## src/rtl/siggen_multi_if.sv

```systemverilog
// Control and sample bus between a waveform consumer and siggen_multi.
interface siggen_multi_if #(
    parameter int unsigned A_WIDTH   = 8,
    parameter int unsigned D_WIDTH   = 8,
    parameter int unsigned ACC_WIDTH = 16,
    parameter int unsigned N_CH      = 2
);
    logic                    en;
    logic                    sync;
    logic [ACC_WIDTH-1:0]    incr;
    logic [N_CH*A_WIDTH-1:0] phase_offset;
    logic [1:0]              mode;
    logic [D_WIDTH-1:0]      amp;
    logic [N_CH*D_WIDTH-1:0] dout;
    logic                    dout_valid;

    modport master (output en, sync, incr, phase_offset, mode, amp,
                    input  dout, dout_valid);
    modport slave  (input  en, sync, incr, phase_offset, mode, amp,
                    output dout, dout_valid);
endinterface

```

## src/rtl/siggen_multi.sv

```systemverilog
// Multi-channel waveform generator: one shared phase accumulator, per-channel
// phase offset, sine/square/triangle/sawtooth shaping and saturating gain.
module siggen_multi #(
    parameter int unsigned A_WIDTH   = 8,
    parameter int unsigned D_WIDTH   = 8,
    parameter int unsigned ACC_WIDTH = 16,
    parameter int unsigned N_CH      = 2
) (
    input  logic          clk,
    input  logic          rst,
    siggen_multi_if.slave bus
);
    localparam int unsigned ROM_DEPTH = 1 << A_WIDTH;
    localparam int unsigned P_WIDTH   = 2 * D_WIDTH + 2;
    localparam int unsigned Y_WIDTH   = P_WIDTH + 1;
    localparam int unsigned EXT_WIDTH = P_WIDTH - D_WIDTH - 1;
    localparam logic [D_WIDTH-1:0] MID = {1'b1, {(D_WIDTH - 1){1'b0}}};
    localparam logic [1:0] MODE_SINE   = 2'd0;
    localparam logic [1:0] MODE_SQUARE = 2'd1;
    localparam logic [1:0] MODE_TRI    = 2'd2;
    localparam logic [1:0] MODE_SAW    = 2'd3;
    localparam longint PI2_Q30 = 64'sd6746518852;

    // Rounded sine table entry, evaluated at elaboration in Q30 fixed point.
    function automatic logic [D_WIDTH-1:0] sine_entry(input int unsigned idx);
        longint n, i, m, x, term, sum, r;
        logic   neg;
        n   = longint'(ROM_DEPTH);
        i   = longint'(idx);
        neg = (i >= n / 2);
        if (neg) i = i - n / 2;
        m    = (i <= n / 4) ? i : n / 2 - i;
        x    = (m * PI2_Q30) / n;
        sum  = x;
        term = x;
        for (int k = 1; k <= 12; k++) begin
            term = -((((term * x) >>> 30) * x) >>> 30) / longint'((2 * k) * (2 * k + 1));
            sum  = sum + term;
        end
        r = ((longint'(MID) - 64'sd1) * sum + (64'sd1 <<< 29)) >>> 30;
        return neg ? D_WIDTH'(longint'(MID) - r) : D_WIDTH'(longint'(MID) + r);
    endfunction

    logic [D_WIDTH-1:0] rom [ROM_DEPTH];
    for (genvar gi = 0; gi < ROM_DEPTH; gi++) begin : g_rom
        assign rom[gi] = sine_entry(gi);
    end

    logic [ACC_WIDTH-1:0] acc;
    logic [A_WIDTH-1:0]   acc_phase;
    logic [D_WIDTH-1:0]   amp_q;
    logic                 v1;

    assign acc_phase = acc[ACC_WIDTH-1 -: A_WIDTH];

    // Shared accumulator; sync re-aligns all channels to phase zero.
    always_ff @(posedge clk) begin
        if (rst)           acc <= '0;
        else if (bus.sync) acc <= '0;
        else if (bus.en)   acc <= acc + bus.incr;
    end

    always_ff @(posedge clk) begin
        if (rst) begin
            amp_q          <= '0;
            v1             <= 1'b0;
            bus.dout_valid <= 1'b0;
        end else begin
            amp_q          <= bus.amp;
            v1             <= bus.en & ~bus.sync;
            bus.dout_valid <= v1;
        end
    end

    for (genvar k = 0; k < N_CH; k++) begin : g_ch
        logic [A_WIDTH-1:0]        p;
        logic [A_WIDTH-1:0]        tri_ph;
        logic [D_WIDTH-1:0]        raw_next;
        logic [D_WIDTH-1:0]        raw;
        logic [D_WIDTH:0]          s;
        logic signed [P_WIDTH-1:0] prod;
        logic signed [P_WIDTH-1:0] sh;
        logic [Y_WIDTH-1:0]        y;
        logic [D_WIDTH-1:0]        y_sat;
        logic [D_WIDTH-1:0]        dout_q;

        // Stage 1 shaping from the pre-update accumulator phase.
        always_comb begin
            p        = acc_phase + bus.phase_offset[k*A_WIDTH +: A_WIDTH];
            tri_ph   = p[A_WIDTH-1] ? ~{p[A_WIDTH-2:0], 1'b0} : {p[A_WIDTH-2:0], 1'b0};
            raw_next = '0;
            case (bus.mode)
                MODE_SINE:   raw_next = rom[p];
                MODE_SQUARE: raw_next = p[A_WIDTH-1] ? '0 : '1;
                MODE_TRI:    raw_next = D_WIDTH'(tri_ph) << (D_WIDTH - A_WIDTH);
                MODE_SAW:    raw_next = D_WIDTH'(p) << (D_WIDTH - A_WIDTH);
                default:     raw_next = '0;
            endcase
        end

        always_ff @(posedge clk) begin
            if (rst) raw <= '0;
            else     raw <= raw_next;
        end

        // Stage 2 gain: operands sign/zero-extended so the product cannot wrap.
        always_comb begin
            s     = {1'b0, raw} - {1'b0, MID};
            prod  = {{EXT_WIDTH{s[D_WIDTH]}}, s} * {{EXT_WIDTH{1'b0}}, 1'b0, amp_q};
            sh    = prod >>> (D_WIDTH - 1);
            y     = {sh[P_WIDTH-1], sh} + Y_WIDTH'(MID);
            y_sat = y[D_WIDTH-1:0];
            if (y[Y_WIDTH-1])                  y_sat = '0;
            else if (|y[Y_WIDTH-2:D_WIDTH])    y_sat = '1;
        end

        always_ff @(posedge clk) begin
            if (rst) dout_q <= '0;
            else     dout_q <= y_sat;
        end

        assign bus.dout[k*D_WIDTH +: D_WIDTH] = dout_q;
    end
endmodule
```

## src/flat_wrapper.sv

```systemverilog
// flat-port wrapper written by rule: the top's interface ports become plain ports
module siggen_multi_flat 
#(
    parameter int unsigned A_WIDTH   = 8,
    parameter int unsigned D_WIDTH   = 8,
    parameter int unsigned ACC_WIDTH = 16,
    parameter int unsigned N_CH      = 2
)
  (clk, rst, bus_en, bus_sync, bus_incr, bus_phase_offset, bus_mode, bus_amp, bus_dout, bus_dout_valid);
  siggen_multi_if #(.A_WIDTH(A_WIDTH), .D_WIDTH(D_WIDTH), .ACC_WIDTH(ACC_WIDTH), .N_CH(N_CH)) bus_i ();
  input  logic clk;
  input  logic rst;
  input wire logic [$bits(bus_i.en)-1:0] bus_en;
  input wire logic [$bits(bus_i.sync)-1:0] bus_sync;
  input wire logic [$bits(bus_i.incr)-1:0] bus_incr;
  input wire logic [$bits(bus_i.phase_offset)-1:0] bus_phase_offset;
  input wire logic [$bits(bus_i.mode)-1:0] bus_mode;
  input wire logic [$bits(bus_i.amp)-1:0] bus_amp;
  output wire logic [$bits(bus_i.dout)-1:0] bus_dout;
  output wire logic [$bits(bus_i.dout_valid)-1:0] bus_dout_valid;
  assign bus_i.en = bus_en;
  assign bus_i.sync = bus_sync;
  assign bus_i.incr = bus_incr;
  assign bus_i.phase_offset = bus_phase_offset;
  assign bus_i.mode = bus_mode;
  assign bus_i.amp = bus_amp;
  assign bus_dout = bus_i.dout;
  assign bus_dout_valid = bus_i.dout_valid;
  siggen_multi #(.A_WIDTH(A_WIDTH), .D_WIDTH(D_WIDTH), .ACC_WIDTH(ACC_WIDTH), .N_CH(N_CH)) u_core (.clk(clk), .rst(rst), .bus(bus_i));
endmodule
```

## config.mk

```make
export PLATFORM = sky130hd
export DESIGN_NAME = siggen_multi_flat
export DESIGN_NICKNAME = d
export VERILOG_FILES = /design/src/rtl/siggen_multi_if.sv /design/src/rtl/siggen_multi.sv /design/src/flat_wrapper.sv
export SDC_FILE = /design/constraint.sdc
export NUM_CORES = 1
export LEC_CHECK = 0
export CAP_MARGIN = 25
export CORE_MARGIN = 2
export CORE_UTILIZATION = 69
export DETAILED_ROUTE_END_ITERATION = 16
export PLACE_DENSITY = 0.9
export SETUP_SLACK_MARGIN = 0.2
export SYNTH_ARGS = -nofsm -noshare
export SYNTH_HDL_FRONTEND = slang
export SYNTH_SLANG_ARGS = --single-unit
export TNS_END_PERCENT = 20
```

## constraint.sdc

```tcl
create_clock -name clk -period 16.8 [get_ports clk]
set_clock_uncertainty 0.05 [all_clocks]
set_input_delay 3.36 -clock clk [delete_from_list [all_inputs] [get_ports clk]]
set_output_delay 3.36 -clock clk [all_outputs]
set_load 0.005 [all_outputs]
```

# Word-level counts from Yosys, hierarchy flattened
# Memories as Yosys holds them, arrays and structs flattened.
# Cells that the tools add are included.
[word_totals] wordCells=48 latch_bits=0 input_bits=46 out_inout_bits=17 register_bits=58 mem_count=2 mem_bits_rw=0 mem_bits_ro=4096
[op_classes] div=0 bitwise_logic=6 n_mul=2 reduce_logical=6 mux=12 n_addsub=7 n_eq_ne=3 shifts=0 n_lt_le_gt_ge=2
[memory_table] memory="(name not given)" words=256 width=8 rd=1 rd_ports_with_merged_regs=0 wr=0 line_no="siggen_multi.sv:93" source="MODE_SINE: raw_next = rom[p];"
[memory_table] memory="(name not given)" words=256 width=8 rd=1 rd_ports_with_merged_regs=0 wr=0 line_no="siggen_multi.sv:93"
[ops] operator="2-to-1 mux 8 bit" n=10
[ops] operator="case mux 8 bit (4 select lines)" n=2
[ops] operator="multiplier 9 x 9 -> 18 bit" n=2
[ops] operator="adder 11 x 9 -> 12 bit (second input constant)" n=2
[ops] operator="OR reduction 10 bit" n=2
[ops] operator="greater-or-equal comparator 9 bit (second input constant)" n=2
[ops] operator="NOT 8 -> 9 bit" n=2
[ops] operator="subtractor 8 x 8 -> 9 bit (second input constant)" n=2
[ops] operator="adder 16 bit" n=1
[ops] operator="adder 8 bit" n=2
[ops] operator="NOT 8 bit" n=2
[ops] operator="OR reduction 2 bit" n=3
[ops] operator="== test 2 bit (second input constant)" n=2
[ops] operator="== test 2 x 1 -> 1 bit (second input constant)" n=1
[ops] operator="logical NOT 2 bit" n=1
[ops] operator="AND 1 bit" n=1
[ops] operator="NOT 1 bit" n=1

# Logic depth before layout (Yosys ltp)
[depth] ltp_word=6 depth_mapped=22 ltp_nobuf=22

# Worst setup path before layout
# Ideal clock, no wire load.
[synth_path] kind="input to register" from="in bus_phase_offset[8]" to="reg u_core.g_ch[1].raw[4]" path_buffers=2 setup_ps=135 t_required_ps=16615 t_arrival_ps=6006 path_stages=11 setup_slack_ps=10609 cell_sequence="ha_1 -> fa_1 -> xor2_2 -> clkbuf_1 -> clkbuf_1 -> ha_1 -> nor2_1 -> a2111oi_0 -> nor4_1 -> a211oi_1 -> a211oi_1"
[synth_via] elab_chain_len=6 elab_cells_between_ends=9 classes_between="add/sub (1); mux (5); bitwise (2); memory (1)"
[synth_lines] element="start: declaration" line_no="flat_wrapper.sv:16" source="input wire logic [$bits(bus_i.phase_offset)-1:0] bus_phase_offset;"
[synth_lines] element="adder 8 bit *" line_no="siggen_multi.sv:89" source="p = acc_phase + bus.phase_offset[k*A_WIDTH +: A_WIDTH];"
[synth_lines] element="NOT 8 -> 9 bit (implied by the code)" line_no="siggen_multi.sv:93"
[synth_lines] element="memory (256 x 8 bit)"
[synth_lines] element="2-to-1 mux 8 bit (implied by the code) (2 in series)" line_no="siggen_multi.sv:93"
[synth_lines] element="case mux 8 bit (4 select lines) *" line_no="siggen_multi.sv:92" source="case (bus.mode)"
[synth_lines] element="end signal: assignment" line_no="siggen_multi.sv:103" source="else raw <= raw_next;"
[synth_lines] element="end: declaration" line_no="siggen_multi.sv:79" source="logic [D_WIDTH-1:0] raw;"
# Mark *: on every way between the ends. The rest lies on a longest branch, timed or not. The select of a mux whose other input is x is not followed.
# A chain may end at the register's enable or synchronous reset.

# Worst setup path in the final report
# Same ends and word-level chain as after synthesis.

==> metrics.csv <==
stage;metric;value;unit
logic_synthesis;ys.flop_type;dfxtp_1;
clock_tree;clk_pin_slew;60;ps
clock_tree;clock_latency;360;ps
worst_setup_path;crit_path_start_kind;input pin;
logic_synthesis;synth_top_area_cell;fa_1;
layout;final_layout_size_suffix_gt1_share;5.44;%
status;status;completed;
timing;setup_viol;0;
floorplanning;placementRows;49;
routing;wl_per_cell;20.3;um
placement;routabilityCongestion;1.05;
routing;drt_pass1_iterations;6;
worst_setup_path;critical_path_required;17010;ps
worst_setup_path;rrSetupSlack;10400;ps
timing;post-route-min-period;7180;ps
grt;grt_pass1_wl;62100;um
worst_setup_path;reg2reg_to;u_core.g_ch[1].dout_q[5];
placement;dpl_worst_slack;9400;ps
routing;top_layer;met4;
timing;finalMaxSlewViolations;0;
routing;drc;0;
layout;fin_cells;1866;
logic_synthesis;ys_ff_latch;58;
timing;setup_ws;9620;ps
floorplanning;die-area;19400;um^2
worst_setup_path;worstSetupPathType;input pin to flop;
clock_tree;ctsHtreeMaxLevel;3;
worst_setup_path;end_kind;flop;
timing;hold_viol;0;
worst_setup_path;worstPathArrival;7390;ps
worst_setup_path;rr_startpoint;u_core.amp_q[0];
logic_synthesis;synthArstFlopShare;0;%
logic_synthesis;synth_area_leaders;fa_1 (18%), ha_1 (11%), dfxtp_1 (9.2%);
routing;dr.first_iter.drc_count;1841;
floorplanning;die_w;139;um
logic_synthesis;yosysSeqAreaShare;9.20;%
grt;grt_max_degree;44;
logic_synthesis;synth_cells;1644;
floorplanning;start_util;70.3;%
timing;period_share;42.7;%
clock_tree;cts_resized;0;
logic_synthesis;yosysTopAreaCellShare;17.9;%
layout;n_antenna_cell;0;
job;cap_violations;0;
worst_setup_path;endpoint;u_core.g_ch[1].raw[4];
worst_setup_path;crit_start;bus_phase_offset[8];
power_and_ir_drop;p_leak;0.00598;uW
clock_tree;cts_buffer_depth;2;
routing;wirelength_met1;14600;um
logic_synthesis;synth_warnings;0;
power_and_ir_drop;power_density;119;nW/um^2
power_and_ir_drop;power.total;1610;uW
placement;hpwlAfterDp;26600;um
worst_hold_path;hold_class;flop to flop;
layout;nets;1904;
clock_tree;post_cts_buffers;0;
logic_synthesis;syn_area;12600;um^2
placement;place_inst;1850;
routing;wirelength;37900;um
logic_synthesis;syn_area_per_cell;7.68;um^2
timing;tightest_slew;993;ps
worst_setup_path;r2r_cells;20;
grt;grt_use_total;38.7;%
timing;tns;0;ps
power_and_ir_drop;ir_drop;214;uV
floorplanning;num_io_pins;63;
grt;grt_pass1_vias;12763;
clock_tree;cts-root-buf;clkbuf_16;
timing;fmax;139;MHz
clock_tree;cts_tree;yes;
routing;dr_wl_met3;3880;um
routing;antenna_left;0;
floorplanning;die_height;139;um
clock_tree;postCtsHoldBufs;0;
placement;port_buffers;62;
timing;rsz0062_at_grt;false;
layout;fill_cells;1316;
logic_synthesis;syn-num-nets;1916;
routing;routed_via_density;6.92;
clock_tree;cts_inserted_buffers;9;
worst_setup_path;cp_max_fo;18;
timing;relSlewSlack;33.6;%
routing;vias;12916;
grt;antenna_found_initial;0;
logic_synthesis;synth_edf_count;0;
floorplanning;core;18000;um^2
routing;route.met2.wl;17800;um
logic_synthesis;yosysUniqueCellTypes;93;
grt;overflow;0;
clock_tree;clock_sinks;58;
layout;area_growth_syn_to_layout;6.87;%
[through the flow]
stage	hold slack [ps]	cell area [um^2]	utilization [%]
6_report	408	13500	75.1
5_1_grt	421	13500	75.1
4_1_cts	409	13500	75.1
3_5_place_dp	397	13200	73.5
3_3_place_gp	402	13200	73.5
2_1_floorplan	364	12600	-
[routing by layer]
layer,up-vias,global-route usage [%]
li1,5732,-
met1,6106,47.9
met2,899,65.0
met3,179,8.22
met4,0,17.8
met5,-,0
[synthesized netlist by cell type, types with 9 or more instances]
library cell    n
inv_1         179
nand2_1       142
nor2_1        117
fa_1          113
ha_1          113
a21oi_1       110
o21ai_0        94
and2_1         68
dfxtp_1        58
clkbuf_1       57
xnor2_1        42
buf_2          38
nand3_1        37
nor3_1         33
o211ai_1       24
a211oi_1       22
nor2b_1        21
xor2_1         21
o21ai_1        20
a21o_1         19
a31oi_1        17
nand2b_1       16
o221ai_1       16
mux2i_1        15
o22ai_1        15
nand4_1        13
o2111ai_1      12
a311oi_1       11
a221oi_1       10
o21a_1         10
and3_1          9
o21bai_1        9
[state kept, by name (all words and copies together), names as in the netlist]
| register | count |
|---|---|
| u_core.acc | 16 |
| u_core.amp_q | 8 |
| u_core.bus.dout_valid | 1 |
| u_core.g_ch.raw | 16 |
| u_core.v1 | 1 |
| u_core.g_ch.dout_q | 16 |
[worst min-delay path by stage]
stage          startpoint                    end  slack (ps)  cells after the start
4_1_cts         u_core.v1  u_core.bus.dout_valid         410                      1
5_1_grt         u_core.v1  u_core.bus.dout_valid         420                      1
2_1_floorplan   u_core.v1  u_core.bus.dout_valid         360                      1
3_5_place_dp    u_core.v1  u_core.bus.dout_valid         400                      1
6_report        u_core.v1  u_core.bus.dout_valid         410                      1
3_3_place_gp    u_core.v1  u_core.bus.dout_valid         400                      1
[layout make-up]
class                      count  area [um^2]  area share [%]
multi-input combinational   1301        10300            76.4
sequential                    58         1160            8.61
timing repair buffer          80          756            5.60
inverter                     182          683            5.06
tap                          229          287            2.12
clock buffer                  10          229            1.70
clock inverter                 6         67.6           0.501
[critical path, stage by stage]
cell and delay, ps:
clkdlybuf4s50_1 400, ha_1 250, fa_1 970, clkinv_1 590, ha_1 510, nor2_1 260
a222oi_1 160, a311o_1 360, o311ai_0 100, o2111ai_1 160, a211oi_1 280
[where the power goes]
group | total, uW | switching [uW] | internal, uW
registers | 200 | 28.2 | 172
clock network | 197 | 81.8 | 115
logic | 1210 | 721 | 493
total | 1610 | 831 | 780
[layout by cell type, fill, tap and decap left out, types with 16 or more instances in the layout]
cell,synthesis,layout
a21o_1,19,19
nand2_1,142,142
dfxtp_1,58,58
nand3_1,37,37
ha_1,113,113
nor2_1,117,117
o221ai_1,16,16
o211ai_1,24,24
a31oi_1,17,17
a21oi_1,110,110
nor3_1,33,33
fa_1,113,113
buf_4,3,18
o21ai_1,20,20
xor2_1,21,21
o21ai_0,94,94
inv_1,179,179
xnor2_1,42,42
and2_1,68,68
clkdlybuf4s50_1,0,62
nor2b_1,21,21
nand2b_1,16,16
a211oi_1,22,22
[cell families after synthesis]
family / share of synthesized area, %
multiplexers: 1.37
adder cells (fa/ha/maj): 29.1
buffers and inverters: 9.24
AO/OA/AOI/OAI: 26.1
XOR/XNOR: 5.23
AND/OR/NAND/NOR: 19.7
flip-flops: 9.20
No activity file was read; power rests on OpenSTA's default activity.
